$ cat src/rtl/multicycle_control_if.sv
// Bus between the multicycle control unit and its datapath.
// The master modport is the control unit: it takes the opcode fields and
// the memory handshake, and it drives every datapath control and status flag.
// The slave modport is the datapath side of the same signals.
interface multicycle_control_if #(
  parameter int unsigned ALU_CTL_W = 4
);
  logic [5:0]           op;
  logic [5:0]           funct;
  logic                 mem_ready;

  logic                 pc_write;
  logic                 pc_write_cond;
  logic                 iord;
  logic                 mem_read;
  logic                 mem_write;
  logic                 ir_write;
  logic                 mem_to_reg;
  logic                 reg_dst;
  logic                 reg_write;
  logic                 alu_src_a;
  logic [1:0]           alu_src_b;
  logic [1:0]           alu_op;
  logic [1:0]           pc_source;
  logic [ALU_CTL_W-1:0] alu_ctl;

  logic [3:0]           state;
  logic                 illegal_op;
  logic                 instr_done;

  modport master (
    input  op, funct, mem_ready,
    output pc_write, pc_write_cond, iord, mem_read, mem_write, ir_write,
           mem_to_reg, reg_dst, reg_write, alu_src_a, alu_src_b, alu_op,
           pc_source, alu_ctl, state, illegal_op, instr_done
  );

  modport slave (
    output op, funct, mem_ready,
    input  pc_write, pc_write_cond, iord, mem_read, mem_write, ir_write,
           mem_to_reg, reg_dst, reg_write, alu_src_a, alu_src_b, alu_op,
           pc_source, alu_ctl, state, illegal_op, instr_done
  );
endinterface

$ cat src/rtl/multicycle_control.sv
// Multicycle MIPS-style control unit: Moore FSM driving datapath controls,
// with a combinational ALU-control decoder.
// Optional feature macro: MC_IMM_ALU_EN adds the ADDI_EX/ADDI_WB states
// for op 001000; without it that opcode is reported as illegal.
// Datapath controls and instr_done are combinational from the state (plus
// mem_ready where a stall gates a strobe); illegal_op is registered.
module multicycle_control #(
  parameter int unsigned ALU_CTL_W = 4,
  parameter int unsigned WAIT_MEM  = 1
) (
  input logic                  clk,
  input logic                  rst_n,
  multicycle_control_if.master bus
);

  localparam int unsigned STATE_W = 4;

  localparam logic [5:0] OP_RTYPE = 6'b000000;
  localparam logic [5:0] OP_LW    = 6'b100011;
  localparam logic [5:0] OP_SW    = 6'b101011;
  localparam logic [5:0] OP_BEQ   = 6'b000100;
  localparam logic [5:0] OP_J     = 6'b000010;
`ifdef MC_IMM_ALU_EN
  localparam logic [5:0] OP_ADDI  = 6'b001000;
`endif

  localparam logic [5:0] FN_ADD = 6'b100000;
  localparam logic [5:0] FN_SUB = 6'b100010;
  localparam logic [5:0] FN_AND = 6'b100100;
  localparam logic [5:0] FN_OR  = 6'b100101;
  localparam logic [5:0] FN_SLT = 6'b101010;

  typedef enum logic [STATE_W-1:0] {
    S_FETCH    = 4'd0,
    S_DECODE   = 4'd1,
    S_MEM_ADDR = 4'd2,
    S_MEM_RD   = 4'd3,
    S_MEM_WB   = 4'd4,
    S_MEM_WR   = 4'd5,
    S_EXEC     = 4'd6,
    S_R_WB     = 4'd7,
    S_BRANCH   = 4'd8,
    S_JUMP     = 4'd9
`ifdef MC_IMM_ALU_EN
    ,
    S_ADDI_EX  = 4'd10,
    S_ADDI_WB  = 4'd11
`endif
  } state_e;

  state_e     state_q;
  state_e     state_d;
  logic       illegal_q;
  logic       illegal_c;
  logic       mem_ok;
  logic [3:0] alu_ctl4;

  // Memory handshake: with WAIT_MEM=0 every access completes in one cycle.
  assign mem_ok = (WAIT_MEM == 0) ? 1'b1 : bus.mem_ready;

  // State register and registered illegal-opcode flag.
  always_ff @(posedge clk or negedge rst_n) begin
    if (!rst_n) begin
      state_q   <= S_FETCH;
      illegal_q <= 1'b0;
    end else begin
      state_q   <= state_d;
      illegal_q <= illegal_c;
    end
  end

  // Next-state and per-state datapath controls; anything not set stays 0.
  always_comb begin
    state_d           = S_FETCH;
    illegal_c         = 1'b0;
    bus.pc_write      = 1'b0;
    bus.pc_write_cond = 1'b0;
    bus.iord          = 1'b0;
    bus.mem_read      = 1'b0;
    bus.mem_write     = 1'b0;
    bus.ir_write      = 1'b0;
    bus.mem_to_reg    = 1'b0;
    bus.reg_dst       = 1'b0;
    bus.reg_write     = 1'b0;
    bus.alu_src_a     = 1'b0;
    bus.alu_src_b     = 2'b00;
    bus.alu_op        = 2'b00;
    bus.pc_source     = 2'b00;
    bus.instr_done    = 1'b0;

    case (state_q)
      S_FETCH: begin
        bus.mem_read  = 1'b1;
        bus.alu_src_b = 2'b01;
        // PC and IR update only on the cycle the fetch completes.
        bus.ir_write  = mem_ok;
        bus.pc_write  = mem_ok;
        state_d       = mem_ok ? S_DECODE : S_FETCH;
      end

      S_DECODE: begin
        bus.alu_src_b = 2'b11;
        case (bus.op)
          OP_LW, OP_SW: state_d = S_MEM_ADDR;
          OP_RTYPE:     state_d = S_EXEC;
          OP_BEQ:       state_d = S_BRANCH;
          OP_J:         state_d = S_JUMP;
`ifdef MC_IMM_ALU_EN
          OP_ADDI:      state_d = S_ADDI_EX;
`endif
          default: begin
            state_d   = S_FETCH;
            illegal_c = 1'b1;
          end
        endcase
      end

      S_MEM_ADDR: begin
        bus.alu_src_a = 1'b1;
        bus.alu_src_b = 2'b10;
        if (bus.op == OP_LW) begin
          state_d = S_MEM_RD;
        end else if (bus.op == OP_SW) begin
          state_d = S_MEM_WR;
        end else begin
          state_d = S_FETCH;
        end
      end

      S_MEM_RD: begin
        bus.mem_read = 1'b1;
        bus.iord     = 1'b1;
        state_d      = mem_ok ? S_MEM_WB : S_MEM_RD;
      end

      S_MEM_WB: begin
        bus.reg_write  = 1'b1;
        bus.mem_to_reg = 1'b1;
        bus.instr_done = 1'b1;
        state_d        = S_FETCH;
      end

      S_MEM_WR: begin
        bus.mem_write  = 1'b1;
        bus.iord       = 1'b1;
        bus.instr_done = mem_ok;
        state_d        = mem_ok ? S_FETCH : S_MEM_WR;
      end

      S_EXEC: begin
        bus.alu_src_a = 1'b1;
        bus.alu_op    = 2'b10;
        state_d       = S_R_WB;
      end

      S_R_WB: begin
        bus.reg_write  = 1'b1;
        bus.reg_dst    = 1'b1;
        bus.instr_done = 1'b1;
        state_d        = S_FETCH;
      end

      S_BRANCH: begin
        bus.alu_src_a     = 1'b1;
        bus.alu_op        = 2'b01;
        bus.pc_write_cond = 1'b1;
        bus.pc_source     = 2'b01;
        bus.instr_done    = 1'b1;
        state_d           = S_FETCH;
      end

      S_JUMP: begin
        bus.pc_write   = 1'b1;
        bus.pc_source  = 2'b10;
        bus.instr_done = 1'b1;
        state_d        = S_FETCH;
      end

`ifdef MC_IMM_ALU_EN
      S_ADDI_EX: begin
        bus.alu_src_a = 1'b1;
        bus.alu_src_b = 2'b10;
        state_d       = S_ADDI_WB;
      end

      S_ADDI_WB: begin
        bus.reg_write  = 1'b1;
        bus.instr_done = 1'b1;
        state_d        = S_FETCH;
      end
`endif

      // Unused encodings recover to FETCH with all controls low.
      default: begin
        state_d = S_FETCH;
      end
    endcase
  end

  // ALU function decode from alu_op and, for R-type, funct.
  always_comb begin
    alu_ctl4 = 4'b1111;
    case (bus.alu_op)
      2'b00: alu_ctl4 = 4'b0010;
      2'b01: alu_ctl4 = 4'b0110;
      2'b10: begin
        case (bus.funct)
          FN_ADD:  alu_ctl4 = 4'b0010;
          FN_SUB:  alu_ctl4 = 4'b0110;
          FN_AND:  alu_ctl4 = 4'b0000;
          FN_OR:   alu_ctl4 = 4'b0001;
          FN_SLT:  alu_ctl4 = 4'b0111;
          default: alu_ctl4 = 4'b1111;
        endcase
      end
      default: alu_ctl4 = 4'b1111;
    endcase
  end

  assign bus.alu_ctl    = ALU_CTL_W'(alu_ctl4);
  assign bus.state      = state_q;
  assign bus.illegal_op = illegal_q;

endmodule

$ cat src/flat_wrapper.sv
// flat-port wrapper written by rule: the top's interface ports become plain ports
module multicycle_control_flat 
#(
  parameter int unsigned ALU_CTL_W = 4,
  parameter int unsigned WAIT_MEM  = 1
)
  (clk, rst_n, bus_op, bus_funct, bus_mem_ready, bus_pc_write, bus_pc_write_cond, bus_iord, bus_mem_read, bus_mem_write, bus_ir_write, bus_mem_to_reg, bus_reg_dst, bus_reg_write, bus_alu_src_a, bus_alu_src_b, bus_alu_op, bus_pc_source, bus_alu_ctl, bus_state, bus_illegal_op, bus_instr_done);
  multicycle_control_if #(.ALU_CTL_W(ALU_CTL_W)) bus_i ();
  input logic clk;
  input logic rst_n;
  input wire logic [$bits(bus_i.op)-1:0] bus_op;
  input wire logic [$bits(bus_i.funct)-1:0] bus_funct;
  input wire logic [$bits(bus_i.mem_ready)-1:0] bus_mem_ready;
  output wire logic [$bits(bus_i.pc_write)-1:0] bus_pc_write;
  output wire logic [$bits(bus_i.pc_write_cond)-1:0] bus_pc_write_cond;
  output wire logic [$bits(bus_i.iord)-1:0] bus_iord;
  output wire logic [$bits(bus_i.mem_read)-1:0] bus_mem_read;
  output wire logic [$bits(bus_i.mem_write)-1:0] bus_mem_write;
  output wire logic [$bits(bus_i.ir_write)-1:0] bus_ir_write;
  output wire logic [$bits(bus_i.mem_to_reg)-1:0] bus_mem_to_reg;
  output wire logic [$bits(bus_i.reg_dst)-1:0] bus_reg_dst;
  output wire logic [$bits(bus_i.reg_write)-1:0] bus_reg_write;
  output wire logic [$bits(bus_i.alu_src_a)-1:0] bus_alu_src_a;
  output wire logic [$bits(bus_i.alu_src_b)-1:0] bus_alu_src_b;
  output wire logic [$bits(bus_i.alu_op)-1:0] bus_alu_op;
  output wire logic [$bits(bus_i.pc_source)-1:0] bus_pc_source;
  output wire logic [$bits(bus_i.alu_ctl)-1:0] bus_alu_ctl;
  output wire logic [$bits(bus_i.state)-1:0] bus_state;
  output wire logic [$bits(bus_i.illegal_op)-1:0] bus_illegal_op;
  output wire logic [$bits(bus_i.instr_done)-1:0] bus_instr_done;
  assign bus_i.op = bus_op;
  assign bus_i.funct = bus_funct;
  assign bus_i.mem_ready = bus_mem_ready;
  assign bus_pc_write = bus_i.pc_write;
  assign bus_pc_write_cond = bus_i.pc_write_cond;
  assign bus_iord = bus_i.iord;
  assign bus_mem_read = bus_i.mem_read;
  assign bus_mem_write = bus_i.mem_write;
  assign bus_ir_write = bus_i.ir_write;
  assign bus_mem_to_reg = bus_i.mem_to_reg;
  assign bus_reg_dst = bus_i.reg_dst;
  assign bus_reg_write = bus_i.reg_write;
  assign bus_alu_src_a = bus_i.alu_src_a;
  assign bus_alu_src_b = bus_i.alu_src_b;
  assign bus_alu_op = bus_i.alu_op;
  assign bus_pc_source = bus_i.pc_source;
  assign bus_alu_ctl = bus_i.alu_ctl;
  assign bus_state = bus_i.state;
  assign bus_illegal_op = bus_i.illegal_op;
  assign bus_instr_done = bus_i.instr_done;
  multicycle_control #(.ALU_CTL_W(ALU_CTL_W), .WAIT_MEM(WAIT_MEM)) u_core (.clk(clk), .rst_n(rst_n), .bus(bus_i));
endmodule
$ cat config.mk
export PLATFORM = sky130hd
export DESIGN_NAME = multicycle_control_flat
export DESIGN_NICKNAME = d
export VERILOG_FILES = /design/src/rtl/multicycle_control_if.sv /design/src/rtl/multicycle_control.sv /design/src/flat_wrapper.sv
export SDC_FILE = /design/constraint.sdc
export NUM_CORES = 1
export LEC_CHECK = 0
export CAP_MARGIN = 25
export CORE_ASPECT_RATIO = 0.75
export CORE_MARGIN = 5
export CORE_UTILIZATION = 32
export DETAILED_ROUTE_END_ITERATION = 10
export GPL_ROUTABILITY_DRIVEN = 1
export HOLD_SLACK_MARGIN = 0.06
export PLACE_DENSITY = 0.76
export REMOVE_ABC_BUFFERS = 1
export SLEW_MARGIN = 20
export SYNTH_ARGS = -nofsm -noshare
export SYNTH_HDL_FRONTEND = slang
export SYNTH_SLANG_ARGS = --single-unit
$ cat constraint.sdc
create_clock -name clk -period 1.3 [get_ports clk]
set_clock_uncertainty 0.05 [all_clocks]
set_input_delay 0.26 -clock clk [delete_from_list [all_inputs] [get_ports clk]]
set_output_delay 0.26 -clock clk [all_outputs]
set_load 0.02 [all_outputs]
==> run metrics, run 1 <==
Hold-fix buffers, CTS 0; top cells by instance count after synthesis 10 x nor3_1, 9 x nor2_1, 7 x a21oi_1; Final nets 173; Die H 48.2 um; Slew Limit Fails 0; Post-Layout Cell Count between 150 and 200; Total Power 0.753 mW; Synth Area in Simple Gates 45.7%; dpl hpwl 1930 um; Primary FF master, synth dfrtp_1; reg2reg start u_core.bus.state[3]$_DFF_PN0_; IO buf count 40; status finished, violations left; layout cells sized above 1 67.5%; Post-synth EDFFs 0; crit path capture type output pin; first-pass GRT wire length roughly 4500 um; Initial Util 34.8%; GPL Wtd Cong 0.909; YS warnings 0; post-route core utilization ~84%; RSZ-0062 raised after global routing yes; largest net degree at the start of global routing 12; worst-case vdd ir drop 0.518 mV; fin crit share 132%; TNS Setup -8550 ps; full die area 2930 sq um; Skew-Pair Late Insertion Delay around 250 ps; Critical Path AT 1400 ps; placement-stage cell area 1200 sq um; vias in the first global route 957; Post-synth ARST share 100%; R2R Setup Slk -230 ps; Crit Reg-Reg Endpoint u_core.bus.state[2]$_DFF_PN0_; Synth Area in Compound Gates a little over a fifth; Worst-Margin Slew between 400 and 500 ps; DRT iter0 DRCs 36; clk sinks 5; Hold Path Class in -> async; xor and xnor area share after synthesis ~2.8%; number of fill cells 101; Leak 0.680 nW; initial antenna violation count 0; H-tree depth 1; max_cap viols 0; CP startpoint kind register; crit path kind reg -> out; cell accounting for the most synthesized area dfrtp_1; final hold slack 171 ps; mux cell area share after synthesis 0%; n_diodes 0; Seq cells post-synth 5; path depth of the worst reg2reg path 6; Seq/Total Area, Yosys 20.1%; DR WL/cell 17.9 um; Synth Area in Adders 0%; GRT overflow 0; Finish-stage setup viols 28; P&R area growth vs syn 142%; CTS tree yes; top post-synthesis cells by area dfrtp_1 20%, nor3_1 8.0%, a21oi_1 5.6%; ANT nets after route 0; worst-path maximum fanout 6; DP Worst Slack -830 ps; die width around 61 um; vias per inst around 5.5; top-area cell type share of the netlist area roughly 20%; final worst setup slack -414 ps; Core Region approximately 1800 sq um; Clk pin slew, worst setup/hold paths 50 ps; Row Count 13; CTS Buf Count 3; CP max stage delay 460 ps; CP required 990 ps; post-route minimum period 1710 ps; Avg Cell Area, Syn 7.23 sq um; CTS max path bufs 2; slowest stage cell on the critical path dfrtp_2; Pwr Density about 500 nW/um^2; Final Instance Area 1510 sq um; drt first pass iters 6; most frequent cell after synthesis nor3_1; max frequency 0.583 GHz; via count about 1000; clock root cell clkbuf_4; failing checks negative setup slack; total routed wirelength roughly 3200 um; Fin. Hold Viols 0; Cells after DPL 168; Synth cell types 36; crit-path cells nor2_1 -> and3_1 -> clkdlybuf4s15_2; DRC Markers 0; mapped cell area 622 sq um; Ports 41; largest family of logic cells by synthesized area simple AND/OR/NAND/NOR gates; Post-Syn Instances 86; Slew headroom 73.0%; overall routing resource usage 21.2%
[placed cells by master, fill, tap and decap left out, types with 3 or more instances in the layout]
cell	netlist	final
buf_4	1	34
nor3b_2	1	4
nor3_4	0	5
clkbuf_4	0	3
a21oi_1	7	5
nand2_2	0	3
nor2_1	9	7
clkdlybuf4s50_1	0	12
buf_6	2	18
buf_2	3	5
dfrtp_2	0	3
nand2b_4	0	4
nor3_1	10	5
dlygate4sd2_1	0	3
inv_2	1	3
[cell type report]
cell class	count	area, sq um	share of cell area, %
clock buffer	3	22.5	1.50
tap	22	27.5	1.83
inverter	4	15.0	0.997
clock inverter	1	5.00	0.332
sequential	5	129	8.55
multi-input combinational	70	652	43.3
timing repair buffer	74	656	43.5
[registers in the layout (all words and copies together) (netlist names)]
| register | count |
|---|---|
| u_core.bus.state | 4 |
| u_core.bus.illegal_op | 1 |
[worst max-delay path by stage]
stage / start / end / slack [ps] / cells past startpoint
4_1_cts: u_core.bus.state[3]$_DFF_PN0_ / bus_ir_write / -380 / 3
6_report: u_core.bus.state[3]$_DFF_PN0_ / bus_reg_dst / -410 / 3
3_3_place_gp: bus_mem_ready / bus_pc_write / -780 / 5
3_5_place_dp: bus_funct[4] / bus_alu_ctl[2] / -830 / 5
2_1_floorplan: u_core.bus.state[2]$_DFF_PN0_ / bus_alu_ctl[2] / -1020 / 4
5_1_grt: u_core.bus.state[1]$_DFF_PN0_ / bus_alu_ctl[0] / -500 / 5
[layer usage]
metal	global-route usage, %	part of all wire, %	routed length, um	up-vias
met4	9.96	2.6	85	0
met3	2.38	7.0	225	10
met1	23.7	40	1290	471
li1	-	-	-	457
met2	41.2	50	1610	42
met5	0	0	0	-
[worst max-delay path: cells and delay by family, from the launching register on]
family	cells	cell delay, ps
flops	1	460
buf+inv	1	270
simple gates	2	420
[where the power goes]
part	switching (mW)	internal, mW	leakage (nW)	total [mW]
sequential	0.00660	0.165	0.0620	0.172
combinational	0.204	0.190	0.600	0.394
clock	0.0751	0.112	0.0177	0.187
total	0.286	0.467	0.680	0.753
[what timing repair did]
action | CTS | global route
cloned | 0 | 0
pin swaps | 16 | 10
gates resized for setup | 166 | 29
endpoints found under the setup margin | 31 | 29
setup buffers | 2 | 5
[cells by family after synthesis]
family / Yosys count
compound gates: 20
xor+xnor: 2
buf+inv: 11
flops: 5
simple gates: 48
Power figures use the tool's default switching activity.
==> run 2, diff against run 1 <==
--- a/config.mk
+++ b/config.mk
@@ -7,7 +7,6 @@
 export LEC_CHECK = 0
 export CAP_MARGIN = 25
 export CORE_ASPECT_RATIO = 0.75
-export CORE_MARGIN = 5
 export CORE_UTILIZATION = 32
 export DETAILED_ROUTE_END_ITERATION = 10
 export GPL_ROUTABILITY_DRIVEN = 1
==> run metrics, run 2 (same netlist as run 1, synthesis figures left out) <==
status finished, violations left (unchanged); failing checks negative setup slack (unchanged); clock root cell clkbuf_4 (unchanged); initial antenna violation count 0 (unchanged); TNS Setup -8730 ps (was -8550 ps); Core Region 1770 sq um (was 1790 sq um); clk sinks 5 (unchanged); worst-path maximum fanout 7 (was 6); post-route core utilization 87.5% (was 84.2%); commonest non-fill, non-tap cells in the layout 44 x buf_4, 17 x buf_6, 9 x clkdlybuf4s50_1 (was 34 x buf_4, 18 x buf_6, 12 x clkdlybuf4s50_1); overall routing resource usage 27.9% (was 21.2%); clock network power share 24.6% (was 24.8%); layout cells sized above 1 68.5% (was 67.5%); R2R Setup Slk -310 ps (was -230 ps); dpl hpwl 1730 um (was 1930 um); crit path capture type output pin (unchanged); path depth of the worst reg2reg path 6 (unchanged); post-route minimum period 1750 ps (was 1710 ps); P&R area growth vs syn 149% (was 142%); Combinational Power Share 52.3% (about the same); max frequency 0.572 GHz (was 0.583 GHz); Fin. Hold Viols 0 (unchanged); Post-Layout Cell Count 184 (was 179); Leak 0.727 nW (was 0.680 nW); DR WL/cell 18.8 um (was 17.9 um); GRT overflow 0 (unchanged); Pwr Density 504 nW/um^2 (was 500 nW/um^2); CP startpoint kind register (unchanged); Row Count 13 (unchanged); n_diodes 0 (unchanged); DRC Markers 0 (unchanged); reg2reg start u_core.bus.state[3]$_DFF_PN0_ (unchanged); Final nets 178 (was 173); Largest register FFs 4 (unchanged); final worst setup slack -447 ps (was -414 ps); Ports 41 (unchanged); total routed wirelength 3460 um (was 3210 um); commonest non-fill, non-tap cell in the layout buf_4 (unchanged); Reg power frac 23.1% (was 22.8%); switching share of power 37.7% (was 38.0%); via count 1036 (was 980); Clk pin slew, worst setup/hold paths 50 ps (about the same); Critical Path AT 1440 ps (was 1400 ps); Hold-fix buffers, CTS 0 (unchanged); Multi-input gate area 647 sq um (was 652 sq um); Crit Reg-Reg Endpoint u_core.bus.state[1]$_DFF_PN0_ (was u_core.bus.state[2]$_DFF_PN0_); worst-case vdd ir drop 0.418 mV (was 0.518 mV); largest net degree at the start of global routing 9 (was 12); number of fill cells 93 (was 101); ANT nets after route 0 (unchanged); Hold Path Class in -> async (unchanged); die width 52.9 um (was 60.9 um); Skew-Pair Late Insertion Delay 250 ps (about the same); DRT iter0 DRCs 27 (was 36); Die H 40.2 um (was 48.2 um); CTS tree yes (unchanged); CTS Buf Count 3 (unchanged); first-pass GRT wire length 4150 um (was 4550 um); drt first pass iters 4 (was 6); full die area 2130 sq um (was 2930 sq um); Slew Limit Fails 0 (unchanged); crit path kind reg -> out (unchanged); Slew headroom 73.5% (was 73.0%); max_cap viols 0 (unchanged); H-tree depth 1 (unchanged); vias in the first global route 828 (was 957); fin crit share 134% (was 132%); vias per inst 5.63 (was 5.47); Initial Util 35.1% (was 34.8%); GPL Wtd Cong 0.766 (was 0.909); Cells after DPL 166 (was 168); Worst-Margin Slew 397 ps (was 404 ps); CTS max path bufs 2 (unchanged); net switching power 0.295 mW (was 0.286 mW); register area 130 sq um (was 129 sq um); Finish-stage setup viols 29 (was 28); RSZ-0062 raised after global routing yes (unchanged); Int Pwr 0.486 mW (was 0.467 mW); IO buf count 40 (unchanged); CP required 990 ps (about the same)
[run 2: cell types whose count changed in the layout (fill, tap and decap cells not counted), moves of 2 or more]
cell,change
nor3_4,-3
clkdlybuf4s50_1,-3
inv_4,+2
inv_2,-2
a21oi_1,-3
nor3_2,+3
buf_4,+10
dlymetal6s2s_1,+3
nor2_1,-2
buf_2,-3
a21oi_2,+2
[run 2: power groups by stage]
stage               clock network (mW)  logic, mW  registers [mW]
floorplan                            0      0.101           0.195
global placement                     0      0.278           0.185
detailed placement                   0      0.283           0.185
CTS                              0.186      0.339           0.178
global route                     0.203      0.431           0.181
finish                           0.192      0.408           0.181
[run 2: worst max-delay path, stage by stage (launching register included)]
cell     delay (ps)
dfrtp_2         470
buf_6           170
nor3b_2         170
a21oi_1          60
nor3_1          130
buf_2           190
[run 2: repair_timing]
item / CTS / global route
buffers inserted: 7 / 8
gates resized for setup: 160 / 49
endpoints found under the hold margin: 0 / 0
setup endpoints to repair: 31 / 30
pin swaps: 10 / 15
[run 2: worst max path at each step]
stage	startpoint	end	slack, ps
5_1_grt	u_core.bus.state[0]$_DFF_PN0_	bus_pc_write	-520
3_3_place_gp	bus_mem_ready	bus_pc_write	-790
4_1_cts	u_core.bus.state[0]$_DFF_PN0_	bus_ir_write	-400
6_report	u_core.bus.state[0]$_DFF_PN0_	bus_pc_write	-450
3_5_place_dp	bus_mem_ready	bus_pc_write	-790
2_1_floorplan	u_core.bus.state[2]$_DFF_PN0_	bus_alu_ctl[2]	-1020
[run 2: area by class of cell]
class,count,share of cell area (%)
Timing Repair Buffer,79,45.2
Multi-Input combinational cell,70,41.7
Sequential cell,5,8.39
Tap cell,22,1.77
Clock buffer,4,1.69
Inverter,4,1.29
[run 2: per-layer routing]
layer | part of all wire (%) | vias up | GRT usage (%)
met5 | 0 | - | 0
met4 | 3.9 | 0 | 9.87
met3 | 6.6 | 17 | 4.55
met2 | 48 | 53 | 43.4
met1 | 41 | 502 | 39.1
li1 | - | 464 | -
[run 2: through the flow]
step                      area (sq um)  hold WS (ps)  power (mW)  setup WS [ps]
final                             1550           185       0.781           -447
after global routing              1550           190       0.815           -523
after detailed placement          1190           444       0.469           -787
after floorplan                    573         -85.6       0.296          -1020
after CTS                         1350           180       0.703           -402
after global placement            1190           435       0.463           -792
